===== config.mk =====
export PLATFORM = sky130hd
export DESIGN_NAME = iq_stream_bist
export DESIGN_NICKNAME = d
export VERILOG_FILES = /design/src/rtl/iq_stream_bist.sv
export SDC_FILE = /design/constraint.sdc
export NUM_CORES = 1
export LEC_CHECK = 0
export CAP_MARGIN = 20
export CELL_PAD_IN_SITES_DETAIL_PLACEMENT = 0
export CELL_PAD_IN_SITES_GLOBAL_PLACEMENT = 1
export CORE_AREA = 4 4 369 371
export DETAILED_ROUTE_END_ITERATION = 6
export DIE_AREA = 0 0 373 375
export GPL_TIMING_DRIVEN = 0
export PLACE_DENSITY = 0.52
export SLEW_MARGIN = 20
export SYNTH_ARGS = -nofsm -noshare
export SYNTH_HDL_FRONTEND = slang
export SYNTH_SLANG_ARGS = --single-unit

===== constraint.sdc =====
create_clock -name clk -period 2.5 [get_ports clk]
set_input_delay 0.5 -clock clk [delete_from_list [all_inputs] [get_ports clk]]
set_output_delay 0.5 -clock clk [all_outputs]
set_load 0.02 [all_outputs]

===== src/rtl/iq_stream_bist.sv =====
// iq_stream_bist
//
// On-board stimulus/checker harness for the IQ classification networks.
// It streams a stored IQ frame from an input ROM into the network. Each beat
// carries LANES samples, beats can be separated by a programmable idle gap,
// and the frame can be repeated several times per run. Every network output
// vector is compared against an expected ROM. The harness counts passes and
// failures, records the first failing output index, and flags timeout and
// overrun conditions.
//
// Ports
//   clk         clock; all logic runs on the rising edge
//   rst         synchronous reset, active low
//   start       run request; honoured only in IDLE or DONE
//   in_addr     input ROM beat address (ROM has 1-cycle read latency)
//   in_rdata    input ROM data
//   vld_in      beat valid to the network
//   data_in     beat to the network (in_rdata passed straight through)
//   vld_out     network output valid
//   data_out    network output vector
//   exp_addr    expected ROM address (ROM has 1-cycle read latency)
//   exp_rdata   expected ROM data
//   busy        high while streaming or draining
//   done        high once a run has finished
//   timeout     sticky; the run ended because outputs stopped arriving
//   overrun     sticky; an output arrived when none was expected
//   pass_cnt    matching outputs, saturating at 0xFFFF
//   fail_cnt    mismatching outputs, saturating at 0xFFFF
//   first_fail  index of the first mismatching output, 0xFFFF if none
module iq_stream_bist #(
  parameter int BW_IN       = 16,
  parameter int LANES       = 2,
  parameter int SIG_LEN_IN  = 1024,
  parameter int CH_OUT      = 24,
  parameter int BW_OUT      = 16,
  parameter int SIG_LEN_OUT = 1,
  parameter int N_FRAMES    = 2,
  parameter int GAP         = 0,
  parameter int TIMEOUT     = 4096,
  localparam int BEATS      = SIG_LEN_IN / LANES,
  localparam int AW_IN      = (BEATS > 1) ? $clog2(BEATS) : 1,
  localparam int AW_OUT     = (SIG_LEN_OUT > 1) ? $clog2(SIG_LEN_OUT) : 1,
  localparam int DW_IN      = LANES * 2 * BW_IN,
  localparam int DW_OUT     = CH_OUT * BW_OUT
) (
  input  logic              clk,
  input  logic              rst,
  input  logic              start,
  output logic [AW_IN-1:0]  in_addr,
  input  logic [DW_IN-1:0]  in_rdata,
  output logic              vld_in,
  output logic [DW_IN-1:0]  data_in,
  input  logic              vld_out,
  input  logic [DW_OUT-1:0] data_out,
  output logic [AW_OUT-1:0] exp_addr,
  input  logic [DW_OUT-1:0] exp_rdata,
  output logic              busy,
  output logic              done,
  output logic              timeout,
  output logic              overrun,
  output logic [15:0]       pass_cnt,
  output logic [15:0]       fail_cnt,
  output logic [15:0]       first_fail
);

  localparam int TOTAL_BEATS = N_FRAMES * BEATS;
  localparam int TOTAL_OUT   = N_FRAMES * SIG_LEN_OUT;
  localparam int BCW         = $clog2(TOTAL_BEATS + 1);
  localparam int OCW         = $clog2(TOTAL_OUT + 1);
  localparam int GCW         = (GAP > 0) ? $clog2(GAP + 1) : 1;
  localparam int TCW         = $clog2(TIMEOUT + 1);

  typedef enum logic [1:0] {
    S_IDLE,
    S_RUN,
    S_DRAIN,
    S_DONE
  } state_t;

  state_t            state;
  logic              issue;
  logic [BCW-1:0]    beat_cnt;
  logic [GCW-1:0]    gap_cnt;
  logic [OCW-1:0]    out_idx;
  logic              cmp_pend;
  logic [OCW-1:0]    cmp_idx;
  logic [DW_OUT-1:0] out_latch;
  logic [TCW-1:0]    to_cnt;
  logic              accept;
  logic              all_cmp;

  // The network sees the ROM word unchanged; the ROM latency is absorbed by
  // delaying the issue flag by one cycle to form vld_in.
  assign data_in = in_rdata;

  // Outputs are accepted only while a run is active and before every
  // expected vector has been claimed.
  assign accept  = ((state == S_RUN) || (state == S_DRAIN)) &&
                   (out_idx != OCW'(TOTAL_OUT));

  // All outputs are compared once every vector has been accepted and the
  // last compare has retired.
  assign all_cmp = (out_idx == OCW'(TOTAL_OUT)) && !cmp_pend;

  // Single state machine with registered outputs. The run is a pipeline:
  // the accept stage latches an output and presents its expected ROM
  // address, and the compare stage checks that output one cycle later.
  // The state case comes last so that its start-of-run clears win over
  // stage updates in the same cycle.
  always_ff @(posedge clk) begin
    if (!rst) begin
      state      <= S_IDLE;
      issue      <= 1'b0;
      vld_in     <= 1'b0;
      in_addr    <= '0;
      beat_cnt   <= '0;
      gap_cnt    <= '0;
      out_idx    <= '0;
      exp_addr   <= '0;
      cmp_pend   <= 1'b0;
      cmp_idx    <= '0;
      out_latch  <= '0;
      to_cnt     <= '0;
      busy       <= 1'b0;
      done       <= 1'b0;
      timeout    <= 1'b0;
      overrun    <= 1'b0;
      pass_cnt   <= '0;
      fail_cnt   <= '0;
      first_fail <= 16'hFFFF;
    end else begin
      vld_in <= issue;

      // Compare stage: exp_rdata now holds the word addressed in the
      // accept cycle.
      if (cmp_pend) begin
        cmp_pend <= 1'b0;
        if (out_latch == exp_rdata) begin
          if (pass_cnt != 16'hFFFF) pass_cnt <= pass_cnt + 16'd1;
        end else begin
          if (fail_cnt != 16'hFFFF) fail_cnt <= fail_cnt + 16'd1;
          if (first_fail == 16'hFFFF) first_fail <= 16'(cmp_idx);
        end
      end

      // Accept stage: exp_addr already points at this output's expected
      // vector, so the ROM reads it on this edge.
      if (vld_out) begin
        if (accept) begin
          out_latch <= data_out;
          cmp_idx   <= out_idx;
          cmp_pend  <= 1'b1;
          out_idx   <= out_idx + OCW'(1);
          exp_addr  <= (exp_addr == AW_OUT'(SIG_LEN_OUT - 1)) ? '0 :
                       exp_addr + AW_OUT'(1);
        end else begin
          overrun <= 1'b1;
        end
      end

      case (state)
        S_IDLE, S_DONE: begin
          if (start) begin
            state      <= S_RUN;
            busy       <= 1'b1;
            done       <= 1'b0;
            issue      <= 1'b1;
            in_addr    <= '0;
            beat_cnt   <= '0;
            gap_cnt    <= '0;
            out_idx    <= '0;
            exp_addr   <= '0;
            cmp_pend   <= 1'b0;
            to_cnt     <= '0;
            timeout    <= 1'b0;
            overrun    <= 1'b0;
            pass_cnt   <= '0;
            fail_cnt   <= '0;
            first_fail <= 16'hFFFF;
          end
        end

        // in_addr is held across the idle gap and advances only when the
        // next beat is issued, so it always names the beat in flight.
        S_RUN: begin
          if (issue) begin
            if (beat_cnt == BCW'(TOTAL_BEATS - 1)) begin
              issue <= 1'b0;
              state <= S_DRAIN;
            end else if (GAP == 0) begin
              beat_cnt <= beat_cnt + BCW'(1);
              in_addr  <= (in_addr == AW_IN'(BEATS - 1)) ? '0 :
                          in_addr + AW_IN'(1);
            end else begin
              issue   <= 1'b0;
              gap_cnt <= GCW'(GAP);
            end
          end else if (gap_cnt == GCW'(1)) begin
            issue    <= 1'b1;
            beat_cnt <= beat_cnt + BCW'(1);
            in_addr  <= (in_addr == AW_IN'(BEATS - 1)) ? '0 :
                        in_addr + AW_IN'(1);
          end else begin
            gap_cnt <= gap_cnt - GCW'(1);
          end
        end

        // The timeout counter measures consecutive silent cycles. An output
        // arriving in the final cycle is still accepted, and its compare
        // retires in DONE.
        S_DRAIN: begin
          if (all_cmp) begin
            state <= S_DONE;
            busy  <= 1'b0;
            done  <= 1'b1;
          end else if (to_cnt == TCW'(TIMEOUT)) begin
            state   <= S_DONE;
            busy    <= 1'b0;
            done    <= 1'b1;
            timeout <= 1'b1;
          end else if (vld_out) begin
            to_cnt <= '0;
          end else begin
            to_cnt <= to_cnt + TCW'(1);
          end
        end

        default: state <= S_IDLE;
      endcase
    end
  end

endmodule

# Word level (Yosys, flattened, before mapping)
# Cells that the tools add are included.
# Widths: inputs -> output; s select.
# op_classes
add_sub_neg	8
eq_ne	22
muxes	71
reduce_logical	16
# op_table
cell	n
$eq 384x384->1	1
$mux 16	15
$mux 13	4
$mux 9	5
$mux 11	4
$add 16x1->16 const B	2
$ne 16x16->1 const B	2
$pmux 13 s2	1
$mux 1	25
$pmux 11 s2	1
$mux 2	9
$pmux 9 s2	1
$eq 16x16->1 const B	1
$reduce_and 4->1	4
$add 13x1->13 const B	1
$eq 13x13->1 const B	1
$ne 2x2->1 const B	6
$add 11x1->11 const B	1
$eq 11x10->1 const B	1
$pmux 1 s2	5
$add 9x1->9 const B	1
$eq 9x9->1 const B	1
$eq 2x2->1 const B	3
$ne 3x3->1 const B	2
other kinds (15)	20
# word_totals
ff_bits	480
inputBits	836
output_inout_bits	127

# Depth between registers and ports, before layout
# Gate-level depths: netlist of run 1.
# logic_depth
ltp_word	7
depth_mapped	11
depth_no_buf	10

# Worst setup path after synthesis of run 1
# OpenSTA, ideal clock, no wires.
# synth_timing
kind	flip-flop to flip-flop
startpoint	reg state[0]
endpoint	reg beat_cnt[6]
setup_ps	145
t_arrival_ps	2208
path_slack_ps	146
path_stages_with_launch	12
path_buffers	3
period_less_slack_ps	2354
path_cell_list	dfxtp_1 -> inv_1 -> ha_1 -> nor2b_1 -> clkbuf_1 -> a211o_1 -> a21o_1 -> buf_2 -> buf_4 -> nor3_1 -> xnor2_1 -> nor2_1
# synth_via
elab_chain_len	4
# synth_lines
element	line_no	rtl
start, declared	80	state_t state;
start signal, assigned	112	state <= S_IDLE;
start signal, assigned	164	state <= S_RUN;
start signal, assigned	189	state <= S_DRAIN;
$eq 2x2->1 or $logic_not 2->1 (tied branches)	161	case (state)
$reduce_or 2->1	161	
$ne 2x2->1 (no source line) or $reduce_bool 2->1 (tied branches)	--	
$reduce_and 4->1 (no source line)	--	
end signal, assigned	191	beat_cnt <= beat_cnt + BCW'(1);
end signal, assigned	200	beat_cnt <= beat_cnt + BCW'(1);
end, declared	82	logic [BCW-1:0] beat_cnt;
# Several ways; a longest one is shown, not always the timed one.
# A chain may end at the register's enable or synchronous reset.

# Final worst setup path of run 1
# layout_timing
startpoint	reg out_latch[344]
endpoint	reg fail_cnt[10]
# layout_via
elab_chain_len	5
# layout_lines
element	line_no	rtl
start, declared	87	logic [DW_OUT-1:0] out_latch;
start signal, assigned	150	out_latch <= data_out;
$eq 384x384->1 *	138	if (out_latch == exp_rdata) begin
$mux 16 *	138	
$mux 16 *	136	if (cmp_pend) begin
$mux 16	163	if (start) begin
$mux 16 *	161	
end signal, assigned	141	if (fail_cnt != 16'hFFFF) fail_cnt <= fail_cnt + 16'd1;
end, declared	62	output logic [15:0] fail_cnt,
# Every way passes the cells marked *; elsewhere a longest branch is shown, timed or not.

==> results.toml, run 1 <==
[global_routing]
overflow = 0
grt_pass1_vias = 23336
grtUsageTotal_pct = 23.0
antenna_found_initial = 89
grt_max_degree = 20
grt_pass1_wl_um = 216000

[detailed_routing]
post_drt_wl_per_cell_um = 29.9
met3_length_um = 12200
drt_iter0_markers = 1304
drtAntennaViolNets = 0
num_vias = 23182
viasPerCell = 4.15
drc = 0
wl_met2_um = 81900
wl_met1_um = 69900
drt-total-wl_um = 167000
drt_pre_antenna_iters = 5
dr.max_layer_used = "met5"

[floorplan]
die_w_um = 373
start_util_pct = 17.3
rows = 134
core-area_um2 = 133000
die_h_um = 375
pin_count = 963
die_area_um2 = 140000

[critical_path]
arrival_ns = 4.10
max_stage_delay_ns = 0.83
cp_max_fo = 7
r2r_setup_slack_ns = -1.05
cp_top_family = "simple AND/OR/NAND/NOR gates"
r2r_cells = 12
crit_top_cell = "nand4_1"
endpoint_kind = "flip-flop"
startpoint = "out_latch[344]$_SDFFE_PN0P_"
worst_path_max_delay_cell = "xnor2_1"
cp-start-kind = "flip-flop"
crit_end = "fail_cnt[10]$_SDFF_PN0_"
cp_num_buf_inv = 4
critPathKind = "flip-flop to flip-flop"
worst-path-stages = 12
critPathRequiredTime_ns = 3.06
worstPathCellList = "xnor2_1 -> nand4_1 -> nor4_1 -> nand4_1 -> nor4_4 -> buf_12 -> buf_8 -> and2_4 -> buf_6 -> clkbuf_16 -> o31ai_4 -> a21oi_1"
r2r_end = "fail_cnt[10]$_SDFF_PN0_"
crit-reg2reg-launch = "out_latch[344]$_SDFFE_PN0P_"

[placement]
port_buffers = 898
placed_cells = 5424
gp_congestion = 0.835
place_hpwl_um = 141000
dpl_cell_area_um2 = 34400

[synthesis]
syn_area_per_cell_um2 = 8.37
synth_area_leaders = "dfxtp_1 42%, xnor2_1 15%, nand2_1 13%"
synth_edf_count = 0
yosys.cell_count.top_type = "nand2_1"
yosysWarnings = 0
syn_nets = 3599
synth_commonest_cells = "815 x nand2_1, 480 x dfxtp_1, 398 x xnor2_1, 390 x a21boi_0, 134 x clkbuf_1"
async_flop_share_pct = 0
yosysTopAreaCell = "dfxtp_1"
ys_dominant_reg_cell = "dfxtp_1"
ys_ff_latch = 480
ys_seq_area_share_pct = 41.7
yosysUniqueCellTypes = 60
synth_top_area_share_pct = 41.7
synthCells = 2751
synth_area_um2 = 23000

[finish]
area_growth_pct = 63.8
fin_area_um2 = 37700
final_util_pct = 28.4
drive_above_1_share_pct = 9.82
fin_nets = 4587
fillers = 14426
finalNonFillerCells = 5584

[cts]
clk_latency_ns = 0.64
cts_tree = "done"
cts_buffer_depth = 3
root_buffer = "clkbuf_16"
cts_buffers = 68
htree_levels = 3
cts.clk_slew.worst_paths_ns = 0.06
cts.sinks = 480

[run]
max_cap_viol_count = 0

[sta]
hold_viol_final = 0
setup_tns_ns = -46.90
fin_ws_ns = -1.05
fin_crit_ns = 3.55
hold_ws_ns = 0.417
maxSlewViolCount = 0
rsz0062_at_grt = "yes"
timing.fmax_mhz = 282
skew_ns = 0.0279
finalCritPeriodShare_pct = 142
setup_viol = 48
worst_pin_slew_ns = 1.08
slew_headroom_pct = 27.2

[power]
peakVddDrop_mv = 0.505
power.density_nw_per_um2 = 918
p_leak_nw = 12.7

[run_status]
status = "complete, but fails checks"
violations = "negative setup slack"

[min_path]
min_path_type = "input port to flip-flop"
worst min-delay path by stage:
| stage | startpoint | endpoint | slack (ns) | depth (start not counted) |
|---|---|---|---|---|
| after CTS | data_out[244] | out_latch[244]$_SDFFE_PN0P_ | 0.36 | 3 |
| after floorplan | cmp_idx[1]$_SDFFE_PN0P_ | cmp_idx[1]$_SDFFE_PN0P_ | 0.44 | 2 |
| final | data_out[0] | out_latch[0]$_SDFFE_PN0P_ | 0.42 | 3 |
| after detailed placement | overrun$_SDFF_PN0_ | overrun$_SDFF_PN0_ | 0.45 | 2 |
| after global routing | data_out[121] | out_latch[121]$_SDFFE_PN0P_ | 0.40 | 3 |
| after global placement | overrun$_SDFF_PN0_ | overrun$_SDFF_PN0_ | 0.44 | 2 |
final cells by class:
cell class | instances | area (µm²) | area share [%]
clock buffers | 103 | 2070 | 5.47
inverters | 17 | 63.8 | 0.169
diodes | 26 | 65.1 | 0.172
multi-input cells | 2042 | 12800 | 33.9
flip-flops and latches | 480 | 9620 | 25.5
clock inverters | 18 | 233 | 0.617
repair buffers | 922 | 9290 | 24.6
plain buffers | 208 | 1410 | 3.73
well taps | 1768 | 2210 | 5.86
kinds of logic after synthesis:
group | after synthesis | share of synthesized area [%]
AO/OA/AOI/OAI | 483 | 15.4
XOR/XNOR | 410 | 15.6
adder cells (fa/ha/maj) | 12 | 0.652
buffers and inverters | 229 | 4.90
flip-flops | 480 | 41.7
multiplexers | 6 | 0.261
AND/OR/NAND/NOR | 1131 | 21.5
metal layers:
metal  vias up  global-route usage [%]
met5         -                       0
met4        52                    4.53
met3       179                    6.33
met2       865                    40.4
met1     10965                    28.2
li1      11121                       -
through the flow:
| stage | setup slack [ns] | total power, mW |
|---|---|---|
| final | -1.05 | 34.6 |
| after global routing | -1.09 | 36.5 |
| after CTS | -1.03 | 35.3 |
| after detailed placement | -3.24 | 24.1 |
| after global placement | -3.38 | 23.8 |
| after floorplan | 0.146 | 16.1 |
power breakdown:
group	switching, mW	leakage (nW)	total (mW)	internal (mW)
registers	1.35	3.91	10.6	9.21
clock network	4.11	1.13	10.2	6.13
logic	8.85	7.69	13.8	4.99
total	14.3	12.7	34.6	20.3
sequential cells by signal, summed over array words and instances, names as in the netlist:
register,cells
in_addr,9
vld_in,1
to_cnt,13
overrun,1
out_idx,2
exp_addr,1
first_fail,16
timeout,1
done,1
busy,1
pass_cnt,16
issue,1
state,2
cmp_idx,2
gap_cnt,1
cmp_pend,1
beat_cnt,11
out_latch,384
fail_cnt,16
layout by cell type (no fill, tap or decap), types with 26 or more instances in the layout:
master             n
diode_2           26
dfxtp_1          477
nand4_1          120
clkbuf_2          59
nor2_1            42
a21boi_0         386
clkbuf_16         78
buf_4             75
clkdlybuf4s50_1  897
xnor2_1          374
nand2_1          808
clkbuf_1          57
what timing repair did:
item                                    4_1_cts  5_1_grt
endpoints found under the setup margin      468      239
pin swaps                                    18       18
setup buffers                                15        1
resized for setup                           176       72
hold buffers                                  0        0
hold endpoints to repair                      0        0
cloned                                        1        1
tightest hold or removal path, delay by kind of cell:
| family | cells | cell delay, ns |
|---|---|---|
| simple gates | 1 | 0.05 |
| buf+inv | 1 | 0.40 |
| compound gates | 1 | 0.06 |
(Power assumes the default switching activity.)
==> run 2: changes to the inputs <==
--- a/config.mk
+++ b/config.mk
@@ -8,9 +8,9 @@
 export CAP_MARGIN = 20
 export CELL_PAD_IN_SITES_DETAIL_PLACEMENT = 0
 export CELL_PAD_IN_SITES_GLOBAL_PLACEMENT = 1
-export CORE_AREA = 4 4 369 371
+export CORE_AREA = 5 5 370 372
 export DETAILED_ROUTE_END_ITERATION = 6
-export DIE_AREA = 0 0 373 375
+export DIE_AREA = 0 0 375 377
 export GPL_TIMING_DRIVEN = 0
 export PLACE_DENSITY = 0.52
 export SLEW_MARGIN = 20
==> run 2 against run 1 <==
Sequential share of layout area decreased by 0.20 points; total power increased by 0.15%; first-iteration DRC count fell by 4.8%; worst hold slack worse by 0.0033 ns; flip-flop and latch count unchanged; clock skew decreased by 0.0025 ns; the flow still finishes with violations (negative setup slack); via count is 0.19% lower; utilization increased by 0.23 points; register-to-register slack gained 0.19 ns; clock power about the same; critical path depth increased by 1; combinational power barely moved.
==> results.toml, run 2 (synthesis results as in run 1) <==
[sta]
finalCritPeriodShare_pct = 136
fin_crit_ns = 3.40
hold_viol_final = 0
slew_headroom_pct = 22.5
fin_ws_ns = -0.899
timing.fmax_mhz = 294
skew_ns = 0.0255
setup_viol = 48
rsz0062_at_grt = "yes"
setup_tns_ns = -39.13
worst_pin_slew_ns = 1.15
maxSlewViolCount = 0

[cts]
cts.clk_slew.worst_paths_ns = 0.06
cts_tree = "done"
cts_buffer_depth = 3
hold_buffers = 0
clk_latency_ns = 0.64
root_buffer = "clkbuf_16"
cts_buffers = 68
cts.sinks = 480
htree_levels = 3

[detailed_routing]
drt_pre_antenna_iters = 5
viasPerCell = 4.13
drc = 0
drt-total-wl_um = 169000
post_drt_wl_per_cell_um = 30.1
drtAntennaViolNets = 0
num_vias = 23139
drt_iter0_markers = 1242

[min_path]
holdPathEnd = "out_latch[103]$_SDFFE_PN0P_"
hold_depth = 3
min_path_type = "input port to flip-flop"
worstHoldStart = "data_out[103]"

[power]
swShare_pct = 41.7
seq_power_share_pct = 30.6
p_leak_nw = 12.9
power_frac_clock_pct = 29.4
comb_power_share_pct = 40.0
power_switching_mw = 14.5
finalPower_mw = 34.7
power.density_nw_per_um2 = 912
peakVddDrop_mv = 0.395
intPower_mw = 20.2

[placement]
port_buffers = 898
gp_congestion = 0.859
place_hpwl_um = 141000

[critical_path]
critPathKind = "input port to flip-flop"
arrival_ns = 3.95
cp-start-kind = "input port"
endpoint_kind = "flip-flop"
cp_max_fo = 6
r2r_cells = 12
crit-reg2reg-launch = "out_latch[91]$_SDFFE_PN0P_"
r2r_end = "fail_cnt[8]$_SDFF_PN0_"
critPathRequiredTime_ns = 3.05
r2r_setup_slack_ns = -0.86

[floorplan]
die_h_um = 377
rows = 134
pin_count = 963
core-area_um2 = 133000
die_area_um2 = 141000
die_w_um = 375
start_util_pct = 17.3

[finish]
largest_reg_flops = 384
area_growth_pct = 65.1
regMostFlops = "out_latch"
final_common_cell = "clkdlybuf4s50_1"
fin_nets = 4581
final_util_pct = 28.6
drive_above_1_share_pct = 10.6
mostFrequentLayoutCells = "895 x clkdlybuf4s50_1, 813 x nand2_1, 476 x dfxtp_1"

[global_routing]
grtUsageTotal_pct = 22.9
grt_pass1_vias = 23792
grt_pass1_wl_um = 216000
overflow = 0
grt_max_degree = 20
antenna_found_initial = 105

[run]
max_cap_viol_count = 0

[run_status]
violations = "negative setup slack"
status = "complete, but fails checks"
## run 2: worst max-delay path: stages
cell             delay (ns)
clkdlybuf4s50_1        0.45
xnor2_2                0.30
nand4_1                0.58
nor4_4                 0.50
nand4_1                0.39
nor4_4                 0.31
buf_12                 0.16
buf_8                  0.12
and2_4                 0.15
buf_6                  0.12
buf_4                  0.14
o31ai_1                0.07
a21oi_1                0.14
## run 2: worst max path at each step
stage                     slack, ns  cells past startpoint                         to                        start
after global routing          -0.84                     10     pass_cnt[5]$_SDFF_PN0_  out_latch[359]$_SDFFE_PN0P_
final                         -0.90                     13     fail_cnt[8]$_SDFF_PN0_                exp_rdata[91]
after detailed placement      -3.04                     11   first_fail[8]$_SDFF_PN1_               exp_rdata[212]
after floorplan                0.15                     11   beat_cnt[6]$_SDFFE_PN0P_        state[0]$_SDFFE_PN0P_
after CTS                     -0.84                     12     fail_cnt[8]$_SDFF_PN0_  out_latch[359]$_SDFFE_PN0P_
after global placement        -3.31                     11  first_fail[10]$_SDFF_PN1_               exp_rdata[359]
## run 2: timing repair
item	4_1_cts	5_1_grt
setup endpoints to repair	468	131
gates cloned	2	0
setup buffers	11	2
pin swaps	32	7
gates resized for setup	244	47
## run 2: metrics by stage
stage	cell area, µm²	worst slack [ns]	hold slack, ns	instances
2_1_floorplan	23000	0.146	0.438	2751
3_3_place_gp	34200	-3.31	0.438	5417
3_5_place_dp	34400	-3.04	0.441	5422
4_1_cts	37800	-0.844	0.357	5553
5_1_grt	38000	-0.842	0.393	5574
6_report	38000	-0.899	0.414	5596
## run 2: cell type report
type	count	area, µm²
multi-input cells	2042	13100
inverters	17	63.8
diodes	43	108
well taps	1768	2210
repair buffers	917	9240
clock inverters	23	329
clock buffers	99	1960
fillers	14497	94900
flip-flops and latches	480	9620
plain buffers	207	1420
## run 2: per-layer routing
metal  part of all wire [%]  global-route usage [%]  vias up
li1                       -                       -    11132
met1                     41                    27.4    10821
met2                     47                    38.4      895
met3                    8.7                    8.11      225
met4                    3.1                    7.21       66
met5                   0.25                       0        -
## run 2: power by group through the flow
stage                     logic (mW)  registers (mW)  clock network (mW)
after floorplan                 5.77            10.3                   0
after global placement          13.2            10.7                   0
after detailed placement        13.3            10.7                   0
after CTS                       14.2            10.6                10.5
after global routing            15.0            10.8                10.8
final                           13.9            10.6                10.2
==> RTL edit (settings of run 1) <==
Register the inputs `start`, `in_rdata`, `vld_out`, `data_out` and `exp_rdata` before use. The logic sees them one clock later.
--- a/src/rtl/iq_stream_bist.sv
+++ b/src/rtl/iq_stream_bist.sv
@@ -78,4 +78,18 @@
   } state_t;
 
+  logic start_q;
+  logic [DW_IN-1:0] in_rdata_q;
+  logic vld_out_q;
+  logic [DW_OUT-1:0] data_out_q;
+  logic [DW_OUT-1:0] exp_rdata_q;
+
+  always_ff @(posedge clk) begin
+    start_q     <= start;
+    in_rdata_q  <= in_rdata;
+    vld_out_q   <= vld_out;
+    data_out_q  <= data_out;
+    exp_rdata_q <= exp_rdata;
+  end
+
   state_t            state;
   logic              issue;
@@ -92,5 +106,5 @@
   // The network sees the ROM word unchanged; the ROM latency is absorbed by
   // delaying the issue flag by one cycle to form vld_in.
-  assign data_in = in_rdata;
+  assign data_in = in_rdata_q;
 
   // Outputs are accepted only while a run is active and before every
@@ -136,5 +150,5 @@
       if (cmp_pend) begin
         cmp_pend <= 1'b0;
-        if (out_latch == exp_rdata) begin
+        if (out_latch == exp_rdata_q) begin
           if (pass_cnt != 16'hFFFF) pass_cnt <= pass_cnt + 16'd1;
         end else begin
@@ -146,7 +160,7 @@
       // Accept stage: exp_addr already points at this output's expected
       // vector, so the ROM reads it on this edge.
-      if (vld_out) begin
+      if (vld_out_q) begin
         if (accept) begin
-          out_latch <= data_out;
+          out_latch <= data_out_q;
           cmp_idx   <= out_idx;
           cmp_pend  <= 1'b1;
@@ -161,5 +175,5 @@
       case (state)
         S_IDLE, S_DONE: begin
-          if (start) begin
+          if (start_q) begin
             state      <= S_RUN;
             busy       <= 1'b1;
@@ -219,5 +233,5 @@
             done    <= 1'b1;
             timeout <= 1'b1;
-          end else if (vld_out) begin
+          end else if (vld_out_q) begin
             to_cnt <= '0;
           end else begin
Behaviour: not the same (a bounded check fails within 4 cycles, from zero or initial values and one cycle with rst low).
==> RTL edit against run 1 <==
- the flow still finishes with violations (setup timing)
- total power up 70%
- fmax grew 18%
- worst setup slack gained 0.55 ns
- routed wire length increased by 7.1%
- via count up 23%
- cell count up 18%
- sequential cell count rose by 834
- count of clock-buffer cells in the layout is 124 higher
- final area is 52% higher
- area after synthesis grew 70%
- critical endpoint is now pass_cnt[9]$_SDFF_PN0_
- largest cell class is now sequential cells
==> RTL edit: results (changes against run 1) <==
placed cell count=6261 (+15%); vias per inst=4.35 (+4.7%); Post-Syn Nets=4370 (+21%); Relative slew margins=24.2% (-3.0 points); Tot Pwr=59000 µW (+70%); internal power=40600 µW (+100%); clock power share=37.1% (+7.5 points); outcome=complete, but fails checks; pre-CTS setup slack=-1.79 ns (+1.45 ns); Leak Pwr=0.0226 µW (+78%); worst r2r src=out_latch[68]$_SDFFE_PN0P_; hpwl dp=144000 µm (+2.0%); first-pass GRT wire length=236000 µm (+9.5%); worst flop-to-flop path endpoint=pass_cnt[9]$_SDFF_PN0_; share of cells above drive strength 1=9.42% (-0.40 points); Post-DP Area=0.0512 mm² (+49%); worst hold endpoint=exp_rdata_q[353]$_DFF_P_; initial antenna violation count=132 (+48%); worst-path maximum fanout=5 (-2); FILL cells=12900 (-11%); Setup WS post-layout=-0.501 ns (+0.547 ns); VDD IR max=0.580 mV (+15%); Distinct cells, synth=52 (-13%); sequential area share after synthesis=67.1% (+25 points); vias in the first global route=28500 (+22%); Detailed Route Iter0 Violations=1429 (+9.6%); Flop pwr share=42.0% (+12 points); Synth area leaders=dfxtp_1, xor2_1, nand2_1; Final Setup Violations=48 (unchanged); IO buf count=962 (+7.1%); Fin Clk Skew=0.0258 ns (-0.00216 ns); worst hold start=exp_rdata[353]; Crit-path slowest cell=nor4_1; post-CTS sizing=191 (+8.5%); failing checks=setup timing; nets=5503 (+20%); setup TNS=-17.31 ns (+29.60 ns); synth cell count leaders=dfxtp_1, nand2_1, xor2_1; post-CTS setup buffers=10 (-5); final non-filler cell total=6574 (+18%); Max stage delay on crit path=0.61 ns (-0.22 ns); Worst R2R Path Depth=10 (-2); H-tree level count=4 (+1); Hold/Removal Path Class=input port to flop; Placer Congestion=0.822 (-1.5%)
[RTL edit: area by class of cell]
cell class / count / area [µm²] / area share (%)
Clock inverter: 36 / 362 / 0.630
Sequential cell: 1314 / 26300 / 45.9
Antenna cell: 38 / 95.1 / 0.166
Timing Repair Buffer: 989 / 9910 / 17.3
Tap cell: 1768 / 2210 / 3.86
Multi-Input combinational cell: 2030 / 12900 / 22.5
Inverter: 29 / 109 / 0.190
Clock buffer: 227 / 4600 / 8.01
Buffer: 143 / 848 / 1.48
[RTL edit: cell families after synthesis]
family	Yosys count	synth area share, %
compound gates	497	9.26
xor+xnor	406	9.07
fa+ha+maj	12	0.383
buf+inv	178	1.75
flops	1314	67.1
mux	5	0.131
simple gates	1110	12.3
[RTL edit: routing by layer]
layer	routed length [µm]	track usage, %	share of wire [%]	vias to the layer above
met5	510	0	0.28	-
met4	4210	6.16	2.4	82
met3	14200	8.42	8.0	307
met2	88600	43.6	50	1008
met1	71400	28.9	40	13300
li1	-	-	-	13900
